<file path="src/rtl/fir_param.sv">
// Run-time configurable FIR engine: AXI-Lite configuration, AXI-Stream samples in/results out,
// one MAC per cycle against external tap and data BRAMs (1-cycle read latency).
module fir_param #(
  parameter int pADDR_WIDTH = 12,
  parameter int pDATA_WIDTH = 32,
  parameter int Tape_Num    = 11
) (
  input  logic                   axis_clk,
  input  logic                   axis_rst,
  input  logic [pADDR_WIDTH-1:0] awaddr,
  input  logic                   awvalid,
  output logic                   awready,
  input  logic [pDATA_WIDTH-1:0] wdata,
  input  logic                   wvalid,
  output logic                   wready,
  input  logic [pADDR_WIDTH-1:0] araddr,
  input  logic                   arvalid,
  output logic                   arready,
  output logic [pDATA_WIDTH-1:0] rdata,
  output logic                   rvalid,
  input  logic                   rready,
  input  logic [pDATA_WIDTH-1:0] ss_tdata,
  input  logic                   ss_tvalid,
  output logic                   ss_tready,
  input  logic                   ss_tlast,
  output logic [pDATA_WIDTH-1:0] sm_tdata,
  output logic                   sm_tvalid,
  input  logic                   sm_tready,
  output logic                   sm_tlast,
  output logic [3:0]             tap_WE,
  output logic                   tap_EN,
  output logic [pDATA_WIDTH-1:0] tap_Di,
  output logic [pADDR_WIDTH-1:0] tap_A,
  input  logic [pDATA_WIDTH-1:0] tap_Do,
  output logic [3:0]             data_WE,
  output logic                   data_EN,
  output logic [pDATA_WIDTH-1:0] data_Di,
  output logic [pADDR_WIDTH-1:0] data_A,
  input  logic [pDATA_WIDTH-1:0] data_Do
);
  localparam int IW = $clog2(Tape_Num + 1);
  localparam logic [pADDR_WIDTH-1:0] A_CTRL    = pADDR_WIDTH'(32'h00);
  localparam logic [pADDR_WIDTH-1:0] A_LEN     = pADDR_WIDTH'(32'h10);
  localparam logic [pADDR_WIDTH-1:0] A_NTAP    = pADDR_WIDTH'(32'h14);
  localparam logic [pADDR_WIDTH-1:0] A_TAP     = pADDR_WIDTH'(32'h40);
  localparam logic [pADDR_WIDTH-1:0] A_TAP_END = pADDR_WIDTH'(32'h40 + 4 * Tape_Num);
  localparam logic [IW-1:0]          LAST_IDX  = IW'(Tape_Num - 1);

  typedef enum logic [2:0] {S_IDLE, S_CLEAR, S_WAIT, S_MAC, S_OUT} state_t;

  state_t                         r_state, w_state_nx;
  logic                           r_start, r_done;
  logic [pDATA_WIDTH-1:0]         r_len, r_cnt;
  logic [IW-1:0]                  r_ntap, r_ptr, r_didx, r_k;
  logic signed [pDATA_WIDTH-1:0]  r_acc;
  logic                           r_vld_p1;
  logic                           r_awready, r_arready, r_rvalid, r_rd_ctrl;
  logic                           r_rd_p0, r_rd_tap_p0, r_rd_ctrl_p0;
  logic [pDATA_WIDTH-1:0]         r_rd_val_p0, r_rdata, w_rd_mux;
  logic w_idle, w_wr, w_rd, w_aw_tap, w_ar_tap, w_wr_tap, w_rd_tap, w_mac_rd, w_last;
  logic w_unused;

  // Products keep only their low pDATA_WIDTH bits; the sum wraps.
  function automatic logic signed [pDATA_WIDTH-1:0] mac_trunc(
    input logic signed [pDATA_WIDTH-1:0] acc,
    input logic signed [pDATA_WIDTH-1:0] a,
    input logic signed [pDATA_WIDTH-1:0] b);
    logic signed [pDATA_WIDTH-1:0] p;
    p = a * b;
    return acc + p;
  endfunction

  assign w_unused = ss_tlast;
  assign w_idle   = (r_state == S_IDLE);
  assign w_wr     = r_awready & awvalid & wvalid;
  assign w_rd     = r_arready & arvalid;
  assign w_aw_tap = (awaddr >= A_TAP) && (awaddr < A_TAP_END);
  assign w_ar_tap = (araddr >= A_TAP) && (araddr < A_TAP_END);
  assign w_wr_tap = w_wr & w_aw_tap & w_idle;
  assign w_rd_tap = w_rd & w_ar_tap & w_idle;
  assign w_mac_rd = (r_state == S_MAC) && (r_k < r_ntap);
  assign w_last   = ((r_cnt + 32'd1) == r_len);

  assign awready   = r_awready;
  assign wready    = r_awready;
  assign arready   = r_arready;
  assign rvalid    = r_rvalid;
  assign rdata     = r_rdata;
  assign ss_tready = (r_state == S_WAIT);
  assign sm_tvalid = (r_state == S_OUT);
  assign sm_tlast  = (r_state == S_OUT) && w_last;
  assign sm_tdata  = r_acc;

  always_comb begin
    w_rd_mux = '0;
    if (w_ar_tap) w_rd_mux = '1;
    else if (araddr == A_CTRL) w_rd_mux = pDATA_WIDTH'({w_idle, r_done, r_start});
    else if (araddr == A_LEN)  w_rd_mux = r_len;
    else if (araddr == A_NTAP) w_rd_mux = pDATA_WIDTH'(r_ntap);
  end

  always_comb begin
    w_state_nx = r_state;
    case (r_state)
      S_IDLE:  if (r_start) w_state_nx = S_CLEAR;
      S_CLEAR: if (r_k == LAST_IDX) w_state_nx = (r_len == '0) ? S_IDLE : S_WAIT;
      S_WAIT:  if (ss_tvalid) w_state_nx = S_MAC;
      S_MAC:   if (r_k == r_ntap) w_state_nx = S_OUT;
      S_OUT:   if (sm_tready) w_state_nx = w_last ? S_IDLE : S_WAIT;
      default: w_state_nx = S_IDLE;
    endcase
  end

  // AXI-Lite owns the tap port in IDLE, the engine everywhere else.
  always_comb begin
    tap_EN = 1'b0;
    tap_WE = 4'h0;
    tap_A  = '0;
    tap_Di = '0;
    if (w_idle) begin
      if (w_wr_tap) begin
        tap_EN = 1'b1;
        tap_WE = 4'hF;
        tap_A  = awaddr - A_TAP;
        tap_Di = wdata;
      end else if (w_rd_tap) begin
        tap_EN = 1'b1;
        tap_A  = araddr - A_TAP;
      end
    end else if (w_mac_rd) begin
      tap_EN = 1'b1;
      tap_A  = pADDR_WIDTH'(r_k) << 2;
    end
  end

  always_comb begin
    data_EN = 1'b0;
    data_WE = 4'h0;
    data_A  = '0;
    data_Di = '0;
    case (r_state)
      S_CLEAR: begin
        data_EN = 1'b1;
        data_WE = 4'hF;
        data_A  = pADDR_WIDTH'(r_k) << 2;
      end
      S_WAIT: if (ss_tvalid) begin
        data_EN = 1'b1;
        data_WE = 4'hF;
        data_A  = pADDR_WIDTH'(r_ptr) << 2;
        data_Di = ss_tdata;
      end
      S_MAC: if (w_mac_rd) begin
        data_EN = 1'b1;
        data_A  = pADDR_WIDTH'(r_didx) << 2;
      end
      default: ;
    endcase
  end

  always_ff @(posedge axis_clk) begin
    if (axis_rst) begin
      r_state <= S_IDLE;    r_start <= 1'b0;   r_done <= 1'b0;
      r_len <= '0;          r_ntap <= IW'(Tape_Num);
      r_cnt <= '0;          r_ptr <= '0;       r_didx <= '0;     r_k <= '0;
      r_acc <= '0;          r_vld_p1 <= 1'b0;
      r_awready <= 1'b0;    r_arready <= 1'b0; r_rvalid <= 1'b0; r_rdata <= '0;
      r_rd_ctrl <= 1'b0;    r_rd_p0 <= 1'b0;   r_rd_tap_p0 <= 1'b0;
      r_rd_ctrl_p0 <= 1'b0; r_rd_val_p0 <= '0;
    end else begin
      r_state   <= w_state_nx;
      r_awready <= awvalid & wvalid & ~r_awready;
      // Hold off reads that would collide with a tap write on the shared port.
      r_arready <= arvalid & ~r_arready & ~r_rd_p0 & ~r_rvalid & ~(awvalid & wvalid & w_aw_tap);

      if (w_wr && w_idle) begin
        if (awaddr == A_CTRL && wdata[0]) r_start <= 1'b1;
        if (awaddr == A_LEN) r_len <= wdata;
        if (awaddr == A_NTAP)
          r_ntap <= (wdata == '0 || wdata > pDATA_WIDTH'(Tape_Num)) ? IW'(Tape_Num) : wdata[IW-1:0];
      end

      // Read stage p0: address accepted, register value snapshotted before any same-cycle write.
      r_rd_p0 <= w_rd;
      if (w_rd) begin
        r_rd_val_p0  <= w_rd_mux;
        r_rd_tap_p0  <= w_rd_tap;
        r_rd_ctrl_p0 <= (araddr == A_CTRL);
      end
      // Read stage p1: tap BRAM data has arrived; present and hold until rready.
      if (r_rd_p0) begin
        r_rvalid  <= 1'b1;
        r_rdata   <= r_rd_tap_p0 ? tap_Do : r_rd_val_p0;
        r_rd_ctrl <= r_rd_ctrl_p0;
      end else if (r_rvalid && rready) begin
        r_rvalid <= 1'b0;
        if (r_rd_ctrl) r_done <= 1'b0;
      end

      case (r_state)
        S_IDLE: if (r_start) begin
          r_start <= 1'b0;
          r_done  <= 1'b0;
          r_k     <= '0;
          r_ptr   <= '0;
          r_cnt   <= '0;
        end
        S_CLEAR: begin
          r_k <= r_k + 1'b1;
          if (r_k == LAST_IDX) begin
            r_k <= '0;
            if (r_len == '0) r_done <= 1'b1;
          end
        end
        S_WAIT: if (ss_tvalid) begin
          r_didx   <= r_ptr;
          r_k      <= '0;
          r_acc    <= '0;
          r_vld_p1 <= 1'b0;
        end
        S_MAC: begin
          r_vld_p1 <= w_mac_rd;
          if (w_mac_rd) begin
            r_k    <= r_k + 1'b1;
            r_didx <= (r_didx == '0) ? LAST_IDX : r_didx - 1'b1;
          end
          if (r_vld_p1) r_acc <= mac_trunc(r_acc, $signed(tap_Do), $signed(data_Do));
        end
        S_OUT: if (sm_tready) begin
          r_ptr <= (r_ptr == LAST_IDX) ? '0 : r_ptr + 1'b1;
          r_cnt <= r_cnt + 32'd1;
          if (w_last) r_done <= 1'b1;
        end
        default: ;
      endcase
    end
  end
endmodule

</file>
<file path="config.mk">
export PLATFORM = sky130hd
export DESIGN_NAME = fir_param
export DESIGN_NICKNAME = d
export VERILOG_FILES = /design/src/rtl/fir_param.sv
export SDC_FILE = /design/constraint.sdc
export NUM_CORES = 2
export LEC_CHECK = 0
export ABC_CLOCK_PERIOD_IN_PS = 6800
export BUFFER_PORTS_ARGS = -buffer_cell sky130_fd_sc_hd__buf_2
export CAP_MARGIN = 20
export CORE_MARGIN = 5
export CORE_UTILIZATION = 47
export DETAILED_ROUTE_END_ITERATION = 10
export GPL_TIMING_DRIVEN = 0
export MAX_ROUTING_LAYER = met4
export PLACE_DENSITY = 0.65
export SLEW_MARGIN = 5
export SYNTH_ARGS = -nofsm -noshare
export SYNTH_HDL_FRONTEND = slang
export SYNTH_SLANG_ARGS = --single-unit
</file>
<file path="constraint.sdc">
create_clock -name axis_clk -period 6.8 [get_ports axis_clk]
set_input_delay 0.68 -clock axis_clk [delete_from_list [all_inputs] [get_ports axis_clk]]
set_output_delay 0.68 -clock axis_clk [all_outputs]
set_load 0.05 [all_outputs]
</file>
# After elaboration in Yosys (flattened, before gate mapping)
# Cells that the tools add are included.
classes:
  n_lt_le_gt_ge: 6
  n_mul: 1
  n_reduce_logical: 26
  eq_ne: 19
  add_sub_neg: 7
  n_mux: 70
  n_bitwise: 19
ops:
  columns: ["op", "n"]
  rows:
  - ["2-to-1 mux 32 bit", 12]
  - ["one-hot mux 32 bit (2 select lines)", 2]
  - ["logical NOT 32 bit", 2]
  - ["2-to-1 mux 4 bit", 14]
  - ["equality test 12 x 5 -> 1 bit, second input constant", 4]
  - ["2-to-1 mux 12 bit", 3]
  - ["adder 32 x 1 -> 32 bit, second input constant", 1]
  - ["adder 32 bit", 1]
  - ["equality test 32 bit", 1]
  - ["> comparator 32 x 4 -> 1 bit, second input constant", 1]
  - ["multiplier 32 x 32 -> 32 bit", 1]
  - ["greater-or-equal comparator 12 x 7 -> 1 bit, second input constant", 2]
  - ["logical NOT 12 bit", 2]
  - ["less-than comparator 12 x 7 -> 1 bit, second input constant", 2]
  - ["one-hot mux 4 bit (2 select lines)", 3]
  - ["subtractor 12 x 7 -> 12 bit, second input constant", 2]
  - ["2-to-1 mux 1 bit", 20]
  - ["2-to-1 mux 6 bit", 3]
  - ["one-hot mux 6 bit (3 select lines)", 1]
  - ["one-hot mux 4 bit (4 select lines)", 1]
  - ["2-to-1 mux 3 bit", 5]
  - ["one-hot mux 3 bit (5 select lines)", 1]
  - ["AND 1 bit", 14]
  - ["inequality test 2 bit, second input constant", 5]
  - ["other kinds (23)", 45]
totals:
  wordCells: 168
  regBits: 189
  in_bits: 161
  output_inout_bits: 169

# Longest topological paths before layout
depth:
  ltp_word: 7
  mapped_depth: 29
  mapped_depth_nobuf: 26

# Worst setup path after synthesis
# Ideal clock, no wire load.
synth_timing:
  path_type: "in2reg"
  start: "in data_Do[4]"
  end: "reg r_acc[30] (netlist: sm_tdata[30])"
  setup_time_ns: 0.117
  path_buffers: 3
  arrival_ns: 6.960
  setup_slack_ns: -0.277
  t_required_ns: 6.683
  stages: 26
  path_cell_list: "clkbuf_1 clkbuf_1 and2_1 fa_1 fa_1 inv_1 fa_1 fa_1 inv_1 fa_1 fa_1 fa_1 inv_1 fa_1 inv_1 ha_1 clkbuf_1 a21o_1 a211o_1 o211ai_1 nand4_1 nand2_1 o21ai_0 a31oi_1 xnor2_1 a22o_1"
synth_between:
  elab_chain_len: 4
synth_lines:
  columns: ["element", "line", "rtl"]
  rows:
  - ["start, declared", "39", "input logic [pDATA_WIDTH-1:0] data_Do"]
  - ["multiplier 32 x 32 -> 32 bit", "69", "p = a * b;"]
  - ["adder 32 bit", "70", "return acc + p;"]
  - ["2-to-1 mux 32 bit", "227", "if (r_vld_p1) r_acc <= mac_trunc(r_acc, $signed(tap_Do), $signed(data_Do));"]
  - ["one-hot mux 32 bit (2 select lines)", "200", "case (r_state)"]
  - ["end signal, assigned", "227", null]
  - ["end, declared", "55", "logic signed [pDATA_WIDTH-1:0] r_acc;"]
# Every way passes these cells. The select of a mux whose other input is x is not followed.
# A chain may end at the register's enable or synchronous reset.

# Final worst setup path
layout_timing:
  start: "in tap_Do[12]"
  end: "reg r_acc[31] (netlist: sm_tdata[31])"
layout_between:
  elab_chain_len: 4
layout_lines:
  columns: ["element", "line", "rtl"]
  rows:
  - ["start, declared", "34", "input logic [pDATA_WIDTH-1:0] tap_Do,"]
  - ["multiplier 32 x 32 -> 32 bit", "69", null]
  - ["adder 32 bit", "70", null]
  - ["2-to-1 mux 32 bit", "227", null]
  - ["one-hot mux 32 bit (2 select lines)", "200", null]
# Every way passes these cells. The select of a mux whose other input is x is not followed.

==> out/qor.yml <==
syn_to_final_growth_pct: 17.1
path_clk_slew_ps: 80
dieArea_um2: 62400
rsz0062_at_grt: "yes"
min_period_over_period: 1.01
gp_congestion: 1.01
port_buffers: 310
crit_path_end: "sm_tdata[31]$_SDFFE_PP0P_"
grt_pass1_vias: 23900
avgRoutedWirePerCell_um: 22.4
async_flop_share: 0
startpoint_type: "input pin"
reg2reg_to: "sm_tdata[31]$_SDFFE_PP0P_"
grt_max_degree: 19
via_per_inst: 5.42
dpl.hpwl_um: 79000
critPathMaxFanout: 4
n_fill_cell: 5358
drt_iter0_drc: 1924
drive_gt1_frac: 0.155
cts_buffers: 17
clock_latency_ps: 500
coreArea_um2: 57400
synth_enable_flop_cells: 0
startpoint: "tap_Do[12]"
htreeDepth: 4
drtAntennaViolNets: 0
slew_viol_final: 0
hold_depth: 3
ys_ff_latch: 189
clockRootBuffer: "clkbuf_16"
cts.path.max_buffers: 2
start_util: 0.471
post-route-drc-count: 0
die_w_um: 250
track_usage: 0.317
r2r_cells: 22
route.vias.total: 23600
wl_um: 97100
ios: 330
ys_seq_area_frac: 0.140
worstSetupPathType: "in2reg"
r2r_slack_ps: 120
hold_class: "in2reg"
crit_arrival_ps: 7290
final.setup.worst_slack_ps: -86.3
fin_skew_ps: 20.4
grt_pass1_wl_um: 146000
setup_viol: 4
synthCells: 3198
fmax_mhz: 145
failed_checks: "setup timing"
fin_nets: 4330
ys_warn_count: 0
syn_area_um2: 27000
rows: 88
ys_top_cells_by_area: "fa_1, dfxtp_1, and2_1"
worstPathRequired_ps: 7200
final.min_clock_period_ps: 6890
ys_top_cells_by_count: "inv_1, fa_1, and2_1, nand2_1, dfxtp_1"
dr.pass1.iters: 6
status: "finished, violations left"
clock-sinks: 189
syn-mean-instance-area_um2: 8.46
hold_buffers: 0
die_h_um: 250
fin_setup_tns_ps: -244
cts_tree: "built"
synth.most_common_cell: "inv_1"
max_slew_margin: 0.312
synth_top_area_cell: "fa_1"
maxCapViolCount: 0
worst_slew_pin_slew_ps: 1030
overflow: 0
worstSetupEndpointType: "flop"
antenna_found_initial: 5
hold_viol: 0
ys.flop_type: "dfxtp_1"
worstReg2RegStart: "sm_tdata[21]$_SDFFE_PP0P_"
yosys.cell_types.count: 64
netlist.area_leader.share: 0.324
==> flip-flops by register name (all words and copies together), names as in the netlist, 3 cells and up <==
| name | count |
|---|---|
| r_state | 3 |
| sm_tdata | 32 |
| r_len | 32 |
| rdata | 32 |
| r_ntap | 4 |
| r_didx | 4 |
| r_ptr | 4 |
| r_k | 4 |
| r_cnt | 32 |
| r_rd_val_p0 | 32 |
==> per-layer routing <==
layer / vias up / global-route usage / share of wire
met5: - / - / 0
met4: 0 / 0.128 / 0.048
met3: 192 / 0.0563 / 0.080
met2: 999 / 0.502 / 0.47
met1: 11700 / 0.405 / 0.40
li1: 10700 / - / -
==> through the flow <==
| step | util | setup WS (ps) | instance area (um2) | hold WS, ps | cells |
|---|---|---|---|---|---|
| finish | 0.552 | -86.3 | 31700 | 425 | 4346 |
| global route | 0.552 | -262 | 31700 | 438 | 4344 |
| CTS | 0.547 | -95.6 | 31400 | 396 | 4328 |
| detailed placement | 0.517 | -1780 | 29600 | 474 | 4282 |
| global placement | 0.516 | -1780 | 29600 | 462 | 4280 |
| floorplan | - | -54.2 | 27100 | 446 | 3205 |
==> critical path, cell delays in order <==
cell and delay (ps):
buf_6 110, clkbuf_16 140, buf_4 140, and2_1 160, fa_1 500, inv_1 50
fa_1 530, fa_1 550, inv_1 50, fa_1 500, inv_1 60, fa_1 530
inv_1 70, fa_1 460, fa_1 500, inv_1 50, fa_1 490, inv_1 70
ha_4 260, buf_4 170, a21oi_2 250, nand2_1 120, o221a_4 260, a31oi_2 190
xnor2_1 140, nand2_1 90, a21oi_2 160
==> worst min-delay path by stage <==
stage / start / endpoint
6_report: wvalid / awready$_SDFF_PP0_
5_1_grt: wvalid / awready$_SDFF_PP0_
4_1_cts: wvalid / awready$_SDFF_PP0_
3_5_place_dp: r_rd_ctrl_p0$_SDFFE_PP0P_ / r_rd_ctrl$_SDFFE_PP0P_
3_3_place_gp: r_rd_ctrl_p0$_SDFFE_PP0P_ / r_rd_ctrl$_SDFFE_PP0P_
2_1_floorplan: r_rd_ctrl_p0$_SDFFE_PP0P_ / r_rd_ctrl$_SDFFE_PP0P_
==> cells in the final DEF (no fill, tap or decap), types with 39 or more instances in the layout <==
cell type / instances
inv_1: 544
and2_1: 372
o21ai_0: 78
clkbuf_1: 83
mux2i_1: 39
buf_4: 71
xnor2_1: 108
dfxtp_1: 189
nand2_1: 342
clkbuf_16: 39
a21oi_1: 158
nor2_1: 151
a211oi_1: 45
ha_1: 154
fa_1: 431
buf_2: 292
==> logic make-up (layout without fill, tap and decap cells) <==
group	after synthesis	count (layout)	synth area share
mux	39	39	0.0144
fa+ha+maj	606	606	0.402
other cells	1	13	0.000139
xor+xnor	142	142	0.0460
buf+inv	749	1120	0.106
compound gates	410	410	0.0914
flops	189	189	0.140
simple gates	1062	1062	0.200
==> cell type report <==
type                            instances  area (um2)  share of cell area
Antenna cell                            5        12.5            0.000395
Buffer                                189        1600              0.0505
Clock buffer                           17         425              0.0134
Clock inverter                         15         148             0.00466
Inverter                              551        2070              0.0653
Multi-Input combinational cell       2267       20700               0.654
Sequential cell                       189        3780               0.119
Tap cell                              765         957              0.0302
Timing Repair Buffer                  348        1970              0.0623
==> what timing repair did <==
item	4_1_cts	5_1_grt
gates cloned	1	0
gates resized for setup	271	70
pin swaps	44	39
setup endpoints to repair	18	15
hold endpoints to repair	0	0
buffers inserted	21	14
Power is not shown: default switching activity piles up to over one toggle a cycle in this logic, so the estimate is an artifact.
